===== src/rtl/bpi_pkg.sv =====
// bpi_pkg: shared opcodes, flash command codes, status bits and state encodings
// for the BPI command sequencer and its bus-op engine.
package bpi_pkg;

    localparam logic [2:0] OPC_READ_ARRAY   = 3'd0;
    localparam logic [2:0] OPC_PROGRAM      = 3'd1;
    localparam logic [2:0] OPC_BLOCK_ERASE  = 3'd2;
    localparam logic [2:0] OPC_UNLOCK       = 3'd3;
    localparam logic [2:0] OPC_READ_STATUS  = 3'd4;
    localparam logic [2:0] OPC_CLEAR_STATUS = 3'd5;

    localparam logic [15:0] FC_READ_ARRAY   = 16'h00FF;
    localparam logic [15:0] FC_PROGRAM      = 16'h0040;
    localparam logic [15:0] FC_ERASE        = 16'h0020;
    localparam logic [15:0] FC_CONFIRM      = 16'h00D0;
    localparam logic [15:0] FC_UNLOCK       = 16'h0060;
    localparam logic [15:0] FC_READ_STATUS  = 16'h0070;
    localparam logic [15:0] FC_CLEAR_STATUS = 16'h0050;

    localparam int SR_READY   = 7;
    localparam int SR_ERR_MSB = 5;
    localparam int SR_ERR_LSB = 1;

    localparam logic [7:0] STATUS_RST = 8'h80;

    typedef enum logic [1:0] {ST_IDLE, ST_OP, ST_NEXT, ST_FINISH} seq_state_e;
    typedef enum logic [1:0] {OP_IDLE, OP_ISSUE, OP_WAIT_HI, OP_WAIT_LO} op_state_e;

    typedef struct packed {
        logic        rd;
        logic [15:0] word;
    } bus_op_t;

    function automatic logic is_legal(input logic [2:0] cmd);
        return cmd <= OPC_CLEAR_STATUS;
    endfunction

    function automatic logic is_poll(input logic [2:0] cmd);
        return cmd == OPC_PROGRAM || cmd == OPC_BLOCK_ERASE;
    endfunction

    // Polling commands count their read-status write as the third table op.
    function automatic logic [1:0] seq_len(input logic [2:0] cmd);
        return is_poll(cmd) ? 2'd3 : (cmd == OPC_CLEAR_STATUS) ? 2'd1 : 2'd2;
    endfunction

    function automatic bus_op_t seq_op(input logic [2:0] cmd, input logic [1:0] step,
                                       input logic [15:0] data);
        bus_op_t op;
        op.rd = (cmd == OPC_READ_ARRAY || cmd == OPC_READ_STATUS) && step == 2'd1;
        op.word = (step == 2'd0) ?
                      ((cmd == OPC_READ_ARRAY)  ? FC_READ_ARRAY  :
                       (cmd == OPC_PROGRAM)     ? FC_PROGRAM     :
                       (cmd == OPC_BLOCK_ERASE) ? FC_ERASE       :
                       (cmd == OPC_UNLOCK)      ? FC_UNLOCK      :
                       (cmd == OPC_READ_STATUS) ? FC_READ_STATUS : FC_CLEAR_STATUS) :
                  (step == 2'd1) ? ((cmd == OPC_PROGRAM) ? data : FC_CONFIRM) :
                  FC_READ_STATUS;
        return op;
    endfunction

endpackage


===== src/rtl/bpi_bus_op.sv =====
// bpi_bus_op: single bus-op handshake engine; issues one EXECUTE, tracks BUSY
// high then low, and captures read data on LOAD.
module bpi_bus_op
    import bpi_pkg::*;
(
    input  logic        i_clk,
    input  logic        i_rst_b,
    input  logic        i_start,
    input  logic        i_rd,
    input  logic [22:0] i_addr,
    input  logic [15:0] i_wdata,
    input  logic        i_busy,
    input  logic        i_load,
    input  logic [15:0] i_din,
    output logic        o_execute,
    output logic        o_read,
    output logic        o_write,
    output logic [22:0] o_addr,
    output logic [15:0] o_dout,
    output logic        o_done,
    output logic        o_load,
    output logic [15:0] o_rd_data
);

    op_state_e   r_state;
    logic        r_execute;
    logic        r_read;
    logic        r_write;
    logic [22:0] r_addr;
    logic [15:0] r_dout;
    logic [15:0] r_rd_data;

    assign o_execute = r_execute;
    assign o_read    = r_read;
    assign o_write   = r_write;
    assign o_addr    = r_addr;
    assign o_dout    = r_dout;
    assign o_rd_data = r_rd_data;
    assign o_done    = r_state == OP_WAIT_LO && !i_busy;
    assign o_load    = i_load && r_read;

    always_ff @(posedge i_clk or negedge i_rst_b) begin
        if (!i_rst_b) begin
            r_state   <= OP_IDLE;
            r_execute <= 1'b0;
            r_read    <= 1'b0;
            r_write   <= 1'b0;
            r_addr    <= '0;
            r_dout    <= '0;
            r_rd_data <= '0;
        end else begin
            if (o_load)
                r_rd_data <= i_din;
            case (r_state)
                OP_IDLE: if (i_start) begin
                    r_state   <= OP_ISSUE;
                    r_execute <= 1'b1;
                    r_read    <= i_rd;
                    r_write   <= !i_rd;
                    r_addr    <= i_addr;
                    if (!i_rd)
                        r_dout <= i_wdata;
                end
                OP_ISSUE: begin
                    r_execute <= 1'b0;
                    r_state   <= OP_WAIT_HI;
                end
                OP_WAIT_HI: if (i_busy)
                    r_state <= OP_WAIT_LO;
                default: if (!i_busy) begin
                    r_state <= OP_IDLE;
                    r_read  <= 1'b0;
                    r_write <= 1'b0;
                end
            endcase
        end
    end

endmodule


===== src/rtl/bpi_cmd_seq.sv =====
// bpi_cmd_seq: expands high-level flash commands into BPI bus-op sequences,
// polls status for program/erase and reports completion with an error flag.
module bpi_cmd_seq
    import bpi_pkg::*;
#(
    parameter logic [19:0] POLL_LIMIT = 20'd1000000
) (
    input  logic        i_clk,
    input  logic        i_rst_b,
    input  logic        i_cmd_valid,
    input  logic [2:0]  i_cmd,
    input  logic [22:0] i_cmd_addr,
    input  logic [15:0] i_cmd_data,
    output logic        o_cmd_ready,
    output logic        o_done,
    output logic        o_err,
    output logic [15:0] o_rd_data,
    output logic [7:0]  o_status,
    output logic        o_execute,
    output logic        o_read,
    output logic        o_write,
    output logic [22:0] o_addr,
    output logic [15:0] o_dout,
    input  logic        i_busy,
    input  logic        i_load,
    input  logic [15:0] i_din
);

    seq_state_e  r_state;
    logic [2:0]  r_cmd;
    logic [22:0] r_addr;
    logic [15:0] r_data;
    logic [1:0]  r_step;
    logic [19:0] r_cnt;
    logic [7:0]  r_status;
    logic        r_done;
    logic        r_err;
    logic        r_ready;

    logic        w_idle;
    logic        w_accept;
    logic        w_more;
    logic        w_ready_exit;
    logic        w_poll_rd;
    logic        w_start;
    logic        w_op_done;
    logic        w_load;
    bus_op_t     w_op;

    assign o_cmd_ready = r_ready;
    assign o_done      = r_done;
    assign o_err       = r_err;
    assign o_status    = r_status;

    assign w_idle       = r_state == ST_IDLE;
    assign w_accept     = i_cmd_valid && r_ready;
    assign w_more       = r_state == ST_NEXT && r_step < seq_len(r_cmd);
    // A nonzero count guards against the stale ready bit left by earlier commands.
    assign w_ready_exit = r_cnt != 20'd0 && r_status[SR_READY];
    assign w_poll_rd    = r_state == ST_NEXT && !w_more && is_poll(r_cmd) &&
                          !w_ready_exit && r_cnt < POLL_LIMIT;
    assign w_start      = (w_accept && is_legal(i_cmd)) || w_more || w_poll_rd;
    assign w_op         = seq_op(w_idle ? i_cmd : r_cmd, w_idle ? 2'd0 : r_step,
                                 w_idle ? i_cmd_data : r_data);

    bpi_bus_op u_bus_op (
        .i_clk     (i_clk),
        .i_rst_b   (i_rst_b),
        .i_start   (w_start),
        .i_rd      (w_op.rd || w_poll_rd),
        .i_addr    (w_idle ? i_cmd_addr : r_addr),
        .i_wdata   (w_op.word),
        .i_busy    (i_busy),
        .i_load    (i_load),
        .i_din     (i_din),
        .o_execute (o_execute),
        .o_read    (o_read),
        .o_write   (o_write),
        .o_addr    (o_addr),
        .o_dout    (o_dout),
        .o_done    (w_op_done),
        .o_load    (w_load),
        .o_rd_data (o_rd_data)
    );

    always_ff @(posedge i_clk or negedge i_rst_b) begin
        if (!i_rst_b) begin
            r_state  <= ST_IDLE;
            r_cmd    <= '0;
            r_addr   <= '0;
            r_data   <= '0;
            r_step   <= '0;
            r_cnt    <= '0;
            r_status <= STATUS_RST;
            r_done   <= 1'b0;
            r_err    <= 1'b0;
            r_ready  <= 1'b0;
        end else begin
            r_done <= 1'b0;
            r_err  <= 1'b0;
            if (w_load && r_cmd != OPC_READ_ARRAY)
                r_status <= i_din[7:0];
            case (r_state)
                ST_IDLE: if (w_accept) begin
                    r_cmd   <= i_cmd;
                    r_addr  <= i_cmd_addr;
                    r_data  <= i_cmd_data;
                    r_step  <= 2'd1;
                    r_cnt   <= '0;
                    r_ready <= 1'b0;
                    r_state <= is_legal(i_cmd) ? ST_OP : ST_FINISH;
                    r_done  <= !is_legal(i_cmd);
                    r_err   <= !is_legal(i_cmd);
                end else begin
                    r_ready <= 1'b1;
                end
                ST_OP: if (w_op_done)
                    r_state <= ST_NEXT;
                ST_NEXT: if (w_start) begin
                    r_state <= ST_OP;
                    if (w_poll_rd)
                        r_cnt <= (r_cnt == POLL_LIMIT) ? r_cnt : r_cnt + 20'd1;
                    else
                        r_step <= r_step + 2'd1;
                end else begin
                    r_state <= ST_FINISH;
                    r_done  <= 1'b1;
                    r_err   <= is_poll(r_cmd) &&
                               (!w_ready_exit || |r_status[SR_ERR_MSB:SR_ERR_LSB]);
                end
                default: begin
                    r_state <= ST_IDLE;
                    r_ready <= 1'b1;
                end
            endcase
        end
    end

endmodule


===== config.mk =====
export PLATFORM = sky130hd
export DESIGN_NAME = bpi_cmd_seq
export DESIGN_NICKNAME = d
export VERILOG_FILES = /design/src/rtl/bpi_pkg.sv /design/src/rtl/bpi_bus_op.sv /design/src/rtl/bpi_cmd_seq.sv
export SDC_FILE = /design/constraint.sdc
export NUM_CORES = 1
export LEC_CHECK = 0
export CAP_MARGIN = 15
export CORE_ASPECT_RATIO = 0.9
export CORE_MARGIN = 2
export CORE_UTILIZATION = 35
export CTS_BUF_LIST = sky130_fd_sc_hd__clkbuf_8
export DETAILED_ROUTE_END_ITERATION = 12
export SYNTH_ARGS = -nofsm -noshare
export SYNTH_HDL_FRONTEND = slang
export SYNTH_HIERARCHICAL = 1
export SYNTH_SLANG_ARGS = --single-unit

===== constraint.sdc =====
create_clock -name i_clk -period 4.32 [get_ports i_clk]
set_input_delay 1.08 -clock i_clk [delete_from_list [all_inputs] [get_ports i_clk]]
set_output_delay 1.08 -clock i_clk [all_outputs]
set_load 0.1 [all_outputs]

Word level (Yosys, flattened, before mapping):

Cells that the tools add are included.

* bits of input ports: 63
* output and inout bits: 69
* word-level logic and storage cells: 138
* bits in read-only memories: 0
* bits in registers: 137
* memories: 0
* RAM bits: 0
* latch bits: 0

* multiplexer cells: 46
* $lt $le $gt $ge: 3
* equal/unequal tests: 24
* shifts and indexed selects: 0
* reduce and logical (&&, ||, !) cells: 44
* multipliers: 0
* add/sub/neg operators: 2
* bitwise operators: 2
* divide/modulo/power cells: 0

Operators with widths (number)
* $mux W20: 4
* $mux W16: 4
* $pmux W20 S2: 1
* $mux W2: 13
* $mux W23: 1
* $add A20 B1 Y20 const B: 1
* $eq A20 B20 Y1 const B: 1
* $lt A20 B20 Y1 const B: 1
* $reduce_bool A20 Y1: 1
* $mux W7: 2
* $logic_and A1 B1 Y1: 13
* $mux W6: 2
* $pmux W1 S2: 6
* $pmux W2 S3: 2
* $ne A2 B1 Y1 const B: 5
* $eq A3 B2 Y1 const B: 3
* $reduce_and A3 Y1: 3
* $mux W1: 8
* $mux W8: 1
* $ne A2 B2 Y1 const B: 4
* $reduce_and A2 Y1: 4
* $eq A2 B1 Y1 const B: 3
* $eq A2 B2 Y1 const B: 3
* $eq A3 B1 Y1 const B: 2
* 18 further kinds: 33

Longest topological paths before layout:

Gate-level depths: netlist of run 1.

* depth in word-level cells: 14
* gate-level depth with buffers: 14
* mapped depth without buffers: 11

By module:

Netlist of run 1, hierarchy kept.

Modules (own cells, without submodules)
* bpi_cmd_seq: times used 1, cells each 403, sequential area each 1928.1 sq um, area each 4292.9 sq um
* bpi_bus_op: times used 1, cells each 150, sequential area each 1501.4 sq um, area each 2518.7 sq um

Worst setup path before layout of run 1:

Ideal clock, no wire load.

* kind: register to register
* start: register r_cmd[0]
* end: register u_bus_op.r_dout[10], in the netlist u_bus_op/o_dout[10]
* data required time: 4.195 ns
* stages on the path, launching flop included: 15
* setup time: 0.125 ns
* path buffers: 3
* arrival time: 2.930 ns
* setup slack: 1.264 ns
* clock period less this slack: 3.056 ns
* path through: dfrtp_1 > buf_6 > nor2b_4 > and2_1 > ha_1 > inv_1 > o31a_1 > or2_2 > or2_1 > buf_2 > o31ai_1 > and2b_1 > nand2_4 > buf_6 > mux2_4

* word-level cells in the longest chain between the ends: 13
* elaborated cells on any way between the ends: 27
* classes of those cells: order compare (1); eq/ne (5); mux (6); bitwise (1); reduce/logical (14)

Ends and longest elaborated chain
* start: declaration: RTL line bpi_cmd_seq.sv:30 `logic [2:0] r_cmd;`
* start signal: assignment: RTL line bpi_cmd_seq.sv:105 `r_cmd <= i_cmd;`
* $eq A3 B3 Y1 (tied with other cells): RTL line bpi_pkg.sv:44 `return is_poll(cmd) ? 2'd3 : (cmd == OPC_CLEAR_STATUS) ? 2'd1 : 2'd2;`
* $mux W2 / $logic_or A1 B1 Y1 (equally long branches): RTL line bpi_pkg.sv:44, bpi_pkg.sv:39
* $mux W2: RTL line bpi_pkg.sv:44
* $lt A2 B2 Y1: RTL line bpi_cmd_seq.sv:57 `assign w_more = r_state == ST_NEXT && r_step < seq_len(r_cmd);`
* $logic_and A1 B1 Y1: RTL line bpi_cmd_seq.sv:57
* $logic_not A1 Y1: RTL line bpi_cmd_seq.sv:60 `assign w_poll_rd = r_state == ST_NEXT && !w_more && is_poll(r_cmd) &&`
* $logic_and A1 B1 Y1 (3 in a row): RTL line bpi_cmd_seq.sv:60
* $logic_and A1 B1 Y1: RTL line bpi_cmd_seq.sv:61 `!w_ready_exit && r_cnt < POLL_LIMIT;`
* $logic_or A1 B1 Y1: RTL line bpi_cmd_seq.sv:70 `.i_rd (w_op.rd || w_poll_rd),`
* $not A1 Y1 (no source line)
* $reduce_and A3 Y1 (no source line)
* end signal: assignment: RTL line bpi_bus_op.sv:62 `r_dout <= i_wdata;`
* end: declaration: RTL line bpi_bus_op.sv:30 `logic [15:0] r_dout;`

Parallel ways exist; a longest one is shown, timed or not.
A chain may end at the register's enable or synchronous reset.

Worst setup path after layout of run 1:

* start: register r_cmd[0]
* end: register u_bus_op.r_addr[3], in the netlist u_bus_op/o_addr[3]

* word-level cells in the longest chain between the ends: 12
* elaborated cells on any way between the ends: 16
* classes of those cells: order compare (1); eq/ne (3); mux (2); reduce/logical (10)

Ends and longest elaborated chain
* $eq A3 B3 Y1 (tied with other cells): RTL line bpi_pkg.sv:44
* $mux W2 / $logic_or A1 B1 Y1 (equally long branches): RTL line bpi_pkg.sv:44, bpi_pkg.sv:39
* $mux W2: RTL line bpi_pkg.sv:44
* $lt A2 B2 Y1: RTL line bpi_cmd_seq.sv:57
* $logic_and A1 B1 Y1: RTL line bpi_cmd_seq.sv:57
* $logic_not A1 Y1: RTL line bpi_cmd_seq.sv:60
* $logic_and A1 B1 Y1 (3 in a row): RTL line bpi_cmd_seq.sv:60
* $logic_and A1 B1 Y1: RTL line bpi_cmd_seq.sv:61
* $logic_or A1 B1 Y1 *: RTL line bpi_cmd_seq.sv:62 `assign w_start = (w_accept && is_legal(i_cmd)) || w_more || w_poll_rd;`
* via w_start: RTL line bpi_cmd_seq.sv:45 `logic w_start;`
* $reduce_and A2 Y1 (no source line) *
* end signal: assignment: RTL line bpi_bus_op.sv:60 `r_addr <= i_addr;`
* end: declaration: RTL line bpi_bus_op.sv:29 `logic [22:0] r_addr;`

The timed path passes the listed nets; every way through them passes the cells marked *.

==> results by group, run 1 <==
Status
  – Status: finished, final reports clean

Synth
  – Asr flop ratio synth: 100%
  – Mapped Avg Cell Area: 12.3 sq um
  – Synthesized net count: 629
  – Ys flop type: dfrtp_1
  – Synthesis-stage register bit count: 137
  – Post-synth EDFFs: 0
  – Distinct cell type count after synthesis: 61
  – Sequential fraction of the synthesis area: 50.3%
  – Synthesized area: 6810 sq um
  – Warnings from Yosys: 6
  – Mapped Cells: 553

STA
  – Setup TNS Final: 0 ns
  – Final Hold Fails: 0
  – Slew margin rel.: 31.1%
  – Fmax: 286 MHz
  – Fin. max-slew vios: 0
  – # setup viols final: 0
  – Tcrit/Tclk final: 80.8%
  – Min Hold Slack: 0.498 ns
  – RSZ-0062 raised after global routing: no
  – Final min period: 3.49 ns
  – Worst-Margin Slew: 1.03 ns
  – Skew final: 0.0150 ns

Layout
  – Filler cell count: 1733
  – Final nets: 762
  – Layout cells sized above 1: 26.2%
  – Number of inserted diodes: 0
  – Most frequent cells in the layout: 136 x dfrtp_1, 130 x clkdlybuf4s50_1, 98 x mux2_2
  – Non-Filler Instances: 948
  – Commonest non-fill, non-tap cell in the layout: dfrtp_1
  – Layout area overhead: 30.2%

Detailed routing
  – Remaining routing DRC violations: 0
  – Vias: 4869
  – WL per Instance: 17.2 um
  – ANT nets after route: 0
  – Initial DRC Count: 258
  – Final wirelength: 16300 um
  – First-pass iteration count of the detailed router: 6
  – DR vias/cell: 5.14

Critical path
  – Worst Setup EP: u_bus_op/o_addr[3]$_DFFE_PN0P_
  – Worst Path Required: 4.65 ns
  – FF-to-FF End: u_bus_op/o_addr[3]$_DFFE_PN0P_
  – Critical path fanouts, max: 23
  – Largest stage delay on the critical path: 0.50 ns
  – Startpoint Class: flip-flop
  – Worst-path cell chain: nor2b_4, and2_1, ha_1, inv_1, o31a_1, or2_2, or2_1, nand2b_1, nand2_4, mux2_4
  – Reg2reg path depth: 10
  – Critical Path AT: 3.82 ns
  – Crit Path Class: reg -> reg
  – R2r startpoint: r_cmd[0]$_DFFE_PN0P_
  – Reg2Reg Setup Slack: 0.83 ns
  – CP Capture Type: flip-flop
  – Critical-path top delay cell: dfrtp_1
  – CP startpoint: r_cmd[0]$_DFFE_PN0P_

Place
  – Buffers on Ports: 131
  – HPWL after DPL: 10900 um
  – RePlAce Congestion: 0.853
  – Placed cells: 915

Clock tree
  – Latest clock arrival within the worst-skew pair: 0.45 ns
  – Root buffer cell: clkbuf_8
  – CTS tree: done
  – Clock-pin slew on the worst setup and hold paths: 0.08 ns
  – H-Tree Depth: 4
  – Cts repair resizes: 0
  – Worst-case clock buffer depth: 2
  – Total CTS buffers: 17
  – Post-CTS Hold Buffers: 0
  – Setup repair bufs after CTS: 0
  – Clock sinks: 137

GRT
  – Grt total ovfl: 0
  – First-pass GRT wire length: 26600 um
  – Antenna violations before repair: 0
  – GR Util All Layers: 16.7%
  – Largest net degree at the start of global routing: 114
  – Vias in the first global route: 5101

Floorplanning
  – Total die area: 20600 sq um
  – Chip Height: 136 um
  – Initial Util: 35.6%
  – Chip width: 151 um
  – IO Count: 132
  – Core ar.: 19200 sq um
  – FP Rows: 48

Worst hold path
  – Min-Delay Path Class: in -> async

Flow run
  – Number of max-cap violations: 0
## critical path, delay by kind of cell, from the launching register on
family	cells	cell delay [ns]
AND/OR/NAND/NOR	6	1.79
flip-flops	1	0.50
adder cells (fa/ha/maj)	1	0.29
buffers and inverters	1	0.06
AO/OA/AOI/OAI	1	0.32
multiplexers	1	0.40
## sequential cells by signal, indices dropped and copies added, names as in the netlist, 3 cells and up
signal and count:
r_data 16, r_addr 23, r_cnt 20, r_cmd 3, u_bus_op/o_rd_data 16, u_bus_op/o_addr 23
u_bus_op/o_dout 16, o_status 8
## layout make-up
class	count	area (sq um)	share of cell area (%)
clock inverters	14	229	2.58
well taps	250	313	3.53
clock buffers	17	234	2.64
inverters	16	60.1	0.677
repair buffers	141	1410	15.9
multi-input cells	373	3200	36.0
flip-flops and latches	137	3430	38.7
## per-stage QoR
stage	setup WS (ns)	util (%)	instance area, sq um
5_1_grt	0.636	46.3	8870
6_report	0.828	46.3	8870
4_1_cts	0.812	46.1	8830
3_3_place_gp	0.735	43.7	8370
2_1_floorplan	1.26	-	6810
3_5_place_dp	0.563	43.7	8370
## synthesized netlist by cell type, types with 2 or more instances
| cell | n | share of area, % |
|---|---|---|
| o21ai_1 | 2 | 0.15 |
| o21ai_0 | 18 | 1.3 |
| nand2_4 | 2 | 0.33 |
| buf_1 | 2 | 0.11 |
| mux2_4 | 30 | 6.6 |
| nand2_1 | 25 | 1.4 |
| and3_1 | 3 | 0.28 |
| or3_1 | 6 | 0.55 |
| nand3_1 | 13 | 0.96 |
| buf_6 | 4 | 0.66 |
| a21oi_1 | 16 | 1.2 |
| or4b_1 | 3 | 0.44 |
| nand4_1 | 3 | 0.28 |
| nor2_1 | 28 | 1.5 |
| buf_2 | 6 | 0.44 |
| ha_1 | 13 | 2.4 |
| and2_1 | 3 | 0.28 |
| nor4_1 | 3 | 0.28 |
| or4_1 | 4 | 0.44 |
| xnor2_1 | 3 | 0.39 |
| a311oi_1 | 3 | 0.39 |
| nor3b_1 | 3 | 0.33 |
| o31ai_1 | 11 | 1.2 |
| nor2b_1 | 4 | 0.37 |
| a31oi_1 | 5 | 0.46 |
| mux2_2 | 98 | 16 |
| or2_1 | 2 | 0.18 |
| o211ai_1 | 4 | 0.44 |
| o22ai_1 | 5 | 0.46 |
| nand2b_1 | 4 | 0.37 |
| mux2i_1 | 17 | 2.5 |
| inv_1 | 16 | 0.88 |
| o21bai_1 | 2 | 0.22 |
| nor3_1 | 13 | 0.96 |
| dfrtp_1 | 136 | 50 |
| mux2_1 | 2 | 0.33 |
| clkbuf_1 | 15 | 0.83 |
| and4_1 | 3 | 0.39 |
## worst min-delay path by stage
| stage | end | cells after the start |
|---|---|---|
| after detailed placement | r_addr[21]$_DFFE_PN0P_ | 1 |
| after CTS | r_addr[21]$_DFFE_PN0P_ | 1 |
| after floorplan | r_cnt[5]$_DFFE_PN0P_ | 1 |
| after global placement | r_addr[15]$_DFFE_PN0P_ | 1 |
| after global routing | u_bus_op/o_rd_data[3]$_DFFE_PN0P_ | 1 |
| final | u_bus_op/o_rd_data[7]$_DFFE_PN0P_ | 1 |
## cells by family after synthesis
logic type               count (synthesis)  synth area share [%]
XOR/XNOR                                 4                 0.514
adder cells (fa/ha/maj)                 13                  2.39
AO/OA/AOI/OAI                           80                  7.77
AND/OR/NAND/NOR                        129                  10.4
multiplexers                           147                  25.6
flip-flops                             137                  50.3
buffers and inverters                   43                  2.92
## routing by layer
metal / wire, um / GRT usage (%) / vias up
met5: 0 / 0 / -
met4: 154 / 4.21 / 0
met3: 869 / 5.17 / 9
met2: 7620 / 26.0 / 119
met1: 7670 / 22.6 / 2468
li1: - / - / 2273
Power of run 1 is not shown: default switching activity piles up to over one toggle a cycle in this logic, so the estimate is an artifact.
==> run 2: changes to the inputs <==
- clock period: 4.32 -> 3.6 ns (I/O delays scaled with it)
==> run 2 against run 1 <==
- final cell count up 0.74%
- setup slack worse by 0.55 ns
- hold slack worse by 0.064 ns
- highest routed layer unchanged
==> results by group, run 2 (synthesis gave the netlist of run 1 again) <==
Status
  – Status: finished, final reports clean

Detailed routing
  – ANT nets after route: 0
  – WL per Instance: 17.4 um
  – DR vias/cell: 5.07
  – First-pass iteration count of the detailed router: 4
  – Remaining routing DRC violations: 0
  – Final wirelength: 16600 um
  – Initial DRC Count: 256
  – Vias: 4845

Clock tree
  – Clock sinks: 137
  – Cts repair resizes: 0
  – Worst-case clock buffer depth: 2
  – Root buffer cell: clkbuf_8
  – Total CTS buffers: 17
  – Setup repair bufs after CTS: 0
  – H-Tree Depth: 4
  – Latest clock arrival within the worst-skew pair: 0.45 ns
  – Clock-pin slew on the worst setup and hold paths: 0.09 ns
  – Post-CTS Hold Buffers: 0
  – CTS tree: done

Floorplanning
  – Core ar.: 19200 sq um
  – Chip Height: 136 um
  – Initial Util: 35.6%
  – FP Rows: 48
  – Total die area: 20600 sq um
  – Chip width: 151 um
  – IO Count: 132

Layout
  – Filler cell count: 1765
  – Final nets: 768
  – Sequential cell area: 3430 sq um
  – Most frequent cells in the layout: 136 x dfrtp_1, 98 x mux2_2, 75 x buf_4
  – Area of the multi-input gates: 3200 sq um
  – Non-Filler Instances: 955
  – Commonest non-fill, non-tap cell in the layout: dfrtp_1
  – Layout cells sized above 1: 35.6%
  – Number of inserted diodes: 0
  – Layout area overhead: 27.4%

Critical path
  – Crit Path Class: reg -> reg
  – CP Capture Type: flip-flop
  – Startpoint Class: flip-flop
  – Worst Path Required: 3.93 ns
  – Critical path fanouts, max: 23
  – Critical Path AT: 3.65 ns

GRT
  – Largest net degree at the start of global routing: 67
  – GR Util All Layers: 16.7%
  – First-pass GRT wire length: 26500 um
  – Grt total ovfl: 0
  – Vias in the first global route: 4976
  – Antenna violations before repair: 0

STA
  – Fin. max-slew vios: 0
  – Skew final: 0.0202 ns
  – Worst-Margin Slew: 0.990 ns
  – Fmax: 301 MHz
  – Final min period: 3.33 ns
  – RSZ-0062 raised after global routing: no
  – Tcrit/Tclk final: 92.4%
  – Final Hold Fails: 0
  – # setup viols final: 0
  – Slew margin rel.: 33.6%
  – Setup TNS Final: 0 ns

Place
  – Placed cells: 923
  – HPWL after DPL: 11600 um
  – Buffers on Ports: 131
  – RePlAce Congestion: 0.852

Flow run
  – Number of max-cap violations: 0

Worst hold path
  – Min-Delay Path Class: in -> async
## run 2: cell types whose count changed in the layout (fill, tap and decap cells not counted), moves of 4 or more
cell	before	now
clkdlybuf4s50_1	130	70
bufinv_16	6	2
buf_4	8	75
clkinvlp_4	0	4
## run 2: metrics by stage
stage / hold slack, ns / worst slack (ns) / util (%) / instance area [sq um]
after floorplan: 0.467 / 0.544 / - / 6810
after global placement: 0.483 / 0.405 / 43.3 / 8290
after detailed placement: 0.491 / 0.300 / 43.3 / 8290
after CTS: 0.438 / 0.278 / 45.3 / 8680
after global routing: 0.459 / 0.0503 / 45.3 / 8680
final: 0.434 / 0.274 / 45.3 / 8680
## run 2: layout make-up
type	count	area share, %
flip-flops and latches	137	39.5
multi-input cells	373	36.8
repair buffers	147	14.9
well taps	250	3.60
clock buffers	17	2.70
clock inverters	15	1.76
inverters	16	0.692
## run 2: path summary, 6_finish.rpt
kind / from / end / slack [ns] / depth (start not counted)
max: r_cmd[1]$_DFFE_PN0P_ / u_bus_op/o_addr[7]$_DFFE_PN0P_ / 0.27 / 10
min: i_rst_b / u_bus_op/o_rd_data[15]$_DFFE_PN0P_ / 0.43 / 1
max reg2reg: r_cmd[1]$_DFFE_PN0P_ / u_bus_op/o_addr[7]$_DFFE_PN0P_ / 0.27 / 10
min reg2reg: r_addr[5]$_DFFE_PN0P_ / r_addr[5]$_DFFE_PN0P_ / 0.51 / 1
max in group asynchronous: i_rst_b / r_data[6]$_DFFE_PN0P_ / 2.34 / 2
min in group i_clk: r_addr[5]$_DFFE_PN0P_ / r_addr[5]$_DFFE_PN0P_ / 0.51 / 1
## run 2: critical path, cell delays in order (launching register included)
cell and delay (ns):
dfrtp_1 0.51, nor2b_4 0.08, and2_1 0.16, ha_1 0.29, inv_1 0.05, o31a_1 0.31
or2_2 0.33, or2_1 0.37, nand2b_1 0.34, nand2_4 0.35, mux2_4 0.40
## run 2: layer usage
metal	vias up	track usage, %	wire [um]
met5	-	0	0
met2	131	25.7	7750
met4	0	4.36	156
li1	2290	-	-
met3	8	5.44	1050
met1	2416	22.7	7640
Power of run 2 is left out for the same reason.
==> patch 1: new RTL, settings of run 2 <==
The 4 states of `seq_state_e` get a Gray code encoding in 2 bits.
--- a/src/rtl/bpi_pkg.sv
+++ b/src/rtl/bpi_pkg.sv
@@ -24,5 +24,5 @@
     localparam logic [7:0] STATUS_RST = 8'h80;
 
-    typedef enum logic [1:0] {ST_IDLE, ST_OP, ST_NEXT, ST_FINISH} seq_state_e;
+    typedef enum logic [1:0] {ST_IDLE = 2'b00, ST_OP = 2'b01, ST_NEXT = 2'b11, ST_FINISH = 2'b10} seq_state_e;
     typedef enum logic [1:0] {OP_IDLE, OP_ISSUE, OP_WAIT_HI, OP_WAIT_LO} op_state_e;
 
Function: same outputs for any inputs over 4 cycles, from zero or initial values and one cycle with i_rst_b low; so few cycles prove little.
==> patch 1 against run 2 <==
  * Sequential cell count is the same
  * Count of clock-buffer cells in the layout up 6
  * Worst setup slack improved by 0.25 ns
  * Synthesized cell count is 1.3% lower
  * Wire length is 0.30% lower
  * Area after synthesis decreased by 1.4%
  * Final area decreased by 1.2%
Power is left out: the tool's default activity adds up to more than one toggle a clock period on the data nets, which glitch-free logic cannot reach.
==> patch 1: results (changes against run 2) <==
| Metric | Value |
|---|---|
| Commonest cells post-synth | `dfrtp_1 (136), mux2_2 (97), nor2_1 (34)` |
| H-tree levels | `4 (unchanged)` |
| Largest net degree at the start of global routing | `110 (+64%)` |
| First-pass iteration count of the detailed router | `5 (+1)` |
| Hold crit path type | `reg2reg` |
| Placed Instances | `913 (-1.1%)` |
| Worst-margin pin slew | `1.03 ns (+0.0387 ns)` |
| Met1 Wirelength | `7.40 mm (-3.2%)` |
| Top cells by area, synth | `dfrtp_1 (51%), mux2_2 (16%), mux2_4 (6.7%)` |
| Clk_skew | `0.0149 ns (-0.00524 ns)` |
| First-pass GRT wire length | `26.5 mm (about the same)` |
| Worst path arrival time | `3.40 ns (-0.25 ns)` |
| Layout cell share with drive strength beyond 1 | `0.350 (-0.00588)` |
| Synth Net Count | `622 (-1.1%)` |
| Routed WL per cell | `17.5 µm (+0.86%)` |
| Placed instance area | `8140 µm² (-1.9%)` |
| Post-Place Setup Slack | `0.435 ns (+0.135 ns)` |
| Via count | `4844 (-0.021%)` |
| Vias per cell | `5.13 (+1.1%)` |
| Metal2 WL | `8.27 mm (+6.8%)` |
| Met3 WL | `730 µm (-30%)` |
| Register area share after synthesis | `0.511 (+0.00703)` |
| Nets | `758 (-1.3%)` |
| Distinct cell type count after synthesis | `62 (+1.6%)` |
| All-Layer GR Usage | `0.167 (+0.000675)` |
| Status | `completed` |
| Cells after synthesis | `546 (-1.3%)` |
[patch 1: cell families after synthesis]
kind of cell	count (synthesis)	synth area share
mux	143	0.254
flops	137	0.511
simple gates	120	0.0924
compound gates	94	0.0898
buf+inv	38	0.0279
fa+ha+maj	13	0.0242
xor+xnor	1	0.00130
[patch 1: how the worst max path moves through the flow]
| stage | from | end | slack, ns |
|---|---|---|---|
| final | r_cmd[1] | u_bus_op/o_addr[0] | 0.53 |
| after detailed placement | i_cmd[1] | u_bus_op/o_dout[0] | 0.43 |
| after global routing | r_cmd[0] | u_bus_op/o_addr[0] | 0.37 |
| after floorplan | r_cmd[1] | u_bus_op/o_dout[10] | 0.95 |
| after CTS | r_cmd[1] | u_bus_op/o_addr[0] | 0.54 |
| after global placement | i_cmd[1] | u_bus_op/o_dout[1] | 0.52 |
[patch 1: final cells by class]
cell class | instances | share of cell area
Sequential cell | 137 | 0.400
Multi-Input combinational cell | 371 | 0.362
Timing Repair Buffer | 141 | 0.145
Clock buffer | 23 | 0.0369
Tap cell | 250 | 0.0365
Clock inverter | 8 | 0.0136
Inverter | 14 | 0.00613
[patch 1: worst max-delay path, stage by stage (launching register included)]
cell      delay [ns]
dfrtp_1         0.45
nand2b_1        0.23
nor2_1          0.12
ha_1            0.27
a21o_1          0.22
a31oi_4         0.21
nor3_1          0.12
nand2_2         0.17
nand2_1         0.28
nand2_4         0.49
mux2_2          0.40
[patch 1: per-layer routing]
layer  GRT usage  vias up
li1            -     2244
met1       0.219     2461
met2       0.275      128
met3      0.0418       11
met4      0.0508        0
met5           0        -
[patch 1: stage by stage]
stage	hold WS, ns	util
finish	0.506	0.452
global route	0.526	0.452
CTS	0.510	0.452
detailed placement	0.493	0.429
global placement	0.485	0.429
floorplan	0.475	-
==> patch 2: new RTL, settings of run 2 <==
Made on the original files. Change the package constant `SR_ERR_MSB` from 5 to 6.
--- a/src/rtl/bpi_pkg.sv
+++ b/src/rtl/bpi_pkg.sv
@@ -19,5 +19,5 @@
 
     localparam int SR_READY   = 7;
-    localparam int SR_ERR_MSB = 5;
+    localparam int SR_ERR_MSB = 6;
     localparam int SR_ERR_LSB = 1;
 
Formal check against the unedited RTL: no difference found for any inputs over 4 cycles, from zero or initial values and one cycle with i_rst_b low; that may be too few to reach the edited logic, so the function may still have changed.
==> patch 2 against run 2 <==
  * Sequential cell count unchanged
  * Critical path depth down 1
  * Worst setup slack better by 0.16 ns
  * Final area down 2.3%
  * Critical path type unchanged
  * Die area down 2.0%
  * Count of clock-buffer cells in the layout unchanged
  * Wire length down 6.6%
  * Area after synthesis down 2.0%
Power is not shown: default switching activity piles up to over one toggle a cycle in this logic, so the estimate is an artifact.
==> patch 2: results (changes against run 2) <==
| Metric | Value |
|---|---|
| Commonest cells post-synth | `dfrtp_1 (136), mux2_2 (99), mux2_4 (30)` |
| CTS Buffer Depth | `2 (unchanged)` |
| Top cells by area, synth | `dfrtp_1 (51%), mux2_2 (17%), mux2_4 (6.7%)` |
| # diodes | `0 (unchanged)` |
| Clk_skew | `0.0122 ns (-0.00794 ns)` |
| Layout cell share with drive strength beyond 1 | `0.374 (+0.0182)` |
| First-pass GRT wire length | `25.2 mm (-4.8%)` |
| Slowest stage cell, crit path | `dfrtp_1` |
| Launching element type of the critical path | `register` |
| Routed WL per cell | `17.0 µm (-2.3%)` |
| H-tree levels | `4 (unchanged)` |
| Synth Net Count | `597 (-5.1%)` |
| Met1 Wirelength | `6.96 mm (-9.0%)` |
| Ys Warns | `6 (unchanged)` |
| Final GP Congestion | `0.837 (-1.8%)` |
| CTS Root Cell | `clkbuf_8` |
| I/O Buffers | `131 (unchanged)` |
| Area growth syn-to-layout | `27.1%` |
| Metal2 WL | `7.57 mm (-2.3%)` |
| Dpl hpwl | `10.8 mm (-6.9%)` |
| First-pass iteration count of the detailed router | `5 (+1)` |
| CP peak stage delay | `0.49 ns (-0.02 ns)` |
| Fillers | `1706 (-3.3%)` |
| Skew-Pair Late Insertion Delay | `0.45 ns (about the same)` |
| DR iter-0 viols | `253 (-1.2%)` |
| Reg2Reg Capture Point | `u_bus_op/o_addr[2]` |
| Distinct cell type count after synthesis | `67 (+9.8%)` |
| Uppermost layer routed | `met4` |
| Worst path arrival time | `3.50 ns (-0.15 ns)` |
| Top_reg_cell synth | `dfrtp_1` |
| Crit-path leading delay family | `simple AND/OR/NAND/NOR gates` |
| Async SR Flop Fraction | `1.00 (unchanged)` |
| Nets | `731 (-4.8%)` |
| Max FO, Critical Path | `23 (unchanged)` |
| Reg2Reg Depth | `9 (-1)` |
| Post-Place Setup Slack | `0.477 ns (+0.177 ns)` |
| All-Layer GR Usage | `0.159 (-0.00769)` |
| Vias per cell | `5.13 (+1.2%)` |
| Cts bufs inserted | `17 (unchanged)` |
| Largest net degree at the start of global routing | `61 (-9.0%)` |
| Worst-path clk slew | `0.08 ns` |
| Hold crit path type | `in2async` |
| Number of global-route vias before repair | `4840 (-2.7%)` |
| Worst Setup Slack, final | `0.436 ns (+0.162 ns)` |
| Resized Gates After CTS | `0 (unchanged)` |
| Status | `completed` |
| Worst-margin pin slew | `0.977 ns (-0.0134 ns)` |
| Register area share after synthesis | `0.514 (+0.0104)` |
| # Post-CTS Setup Buffers | `0 (unchanged)` |
| FF-to-FF Start | `r_cmd[0]` |
| Antenna violations before repair | `0 (unchanged)` |
| Met3 WL | `781 µm (-25%)` |
| Worst setup EP type | `register` |
[patch 2: worst min path at each step]
stage | start | endpoint | slack, ns | cells past startpoint
final | i_rst_b | u_bus_op/o_rd_data[15] | 0.42 | 1
after global routing | i_rst_b | o_status[1] | 0.43 | 1
after CTS | i_rst_b | u_bus_op/o_rd_data[15] | 0.43 | 1
after detailed placement | r_addr[20] | r_addr[20] | 0.49 | 1
after global placement | r_addr[7] | r_addr[7] | 0.48 | 1
after floorplan | r_cnt[19] | r_cnt[19] | 0.46 | 1
[patch 2: cell families after synthesis]
family                     Yosys count  share of synthesized area
DFF                                137                      0.514
muxes                              135                      0.244
and+or+nand+nor                    107                     0.0932
AOI/OAI and AO/OA                   87                     0.0894
buffers and inverters               41                     0.0339
adders and majority gates           13                     0.0244
xor gates and xnor gates             1                    0.00131
[patch 2: metrics by stage]
step,area (µm²),std cells,utilization
6_report,8480,913,0.458
5_1_grt,8480,913,0.458
4_1_cts,8480,913,0.458
3_5_place_dp,8070,881,0.436
3_3_place_gp,8070,881,0.436
2_1_floorplan,6670,521,-
[patch 2: metal layers]
layer / global-route usage / vias up
li1: - / 2179
met5: 0 / -
met1: 0.207 / 2360
met4: 0.0455 / 0
met3: 0.0463 / 17
met2: 0.259 / 130
[patch 2: final cells by class]
cell class,count,share of cell area
clock buffer,17,0.0276
tap,245,0.0362
timing repair buffer,140,0.147
clock inverter,15,0.0207
multi-input combinational,343,0.358
inverter,16,0.00708
sequential,137,0.404
[patch 2: worst reg2reg max path, stage by stage (launching register included)]
cell and delay, ns:
dfrtp_1 0.49, or2b_2 0.34, nor2_1 0.10, ha_1 0.25, a21o_1 0.18, a31oi_1 0.37, or4_4 0.23, nand2_1 0.23
nand2_4 0.45, mux2_2 0.40
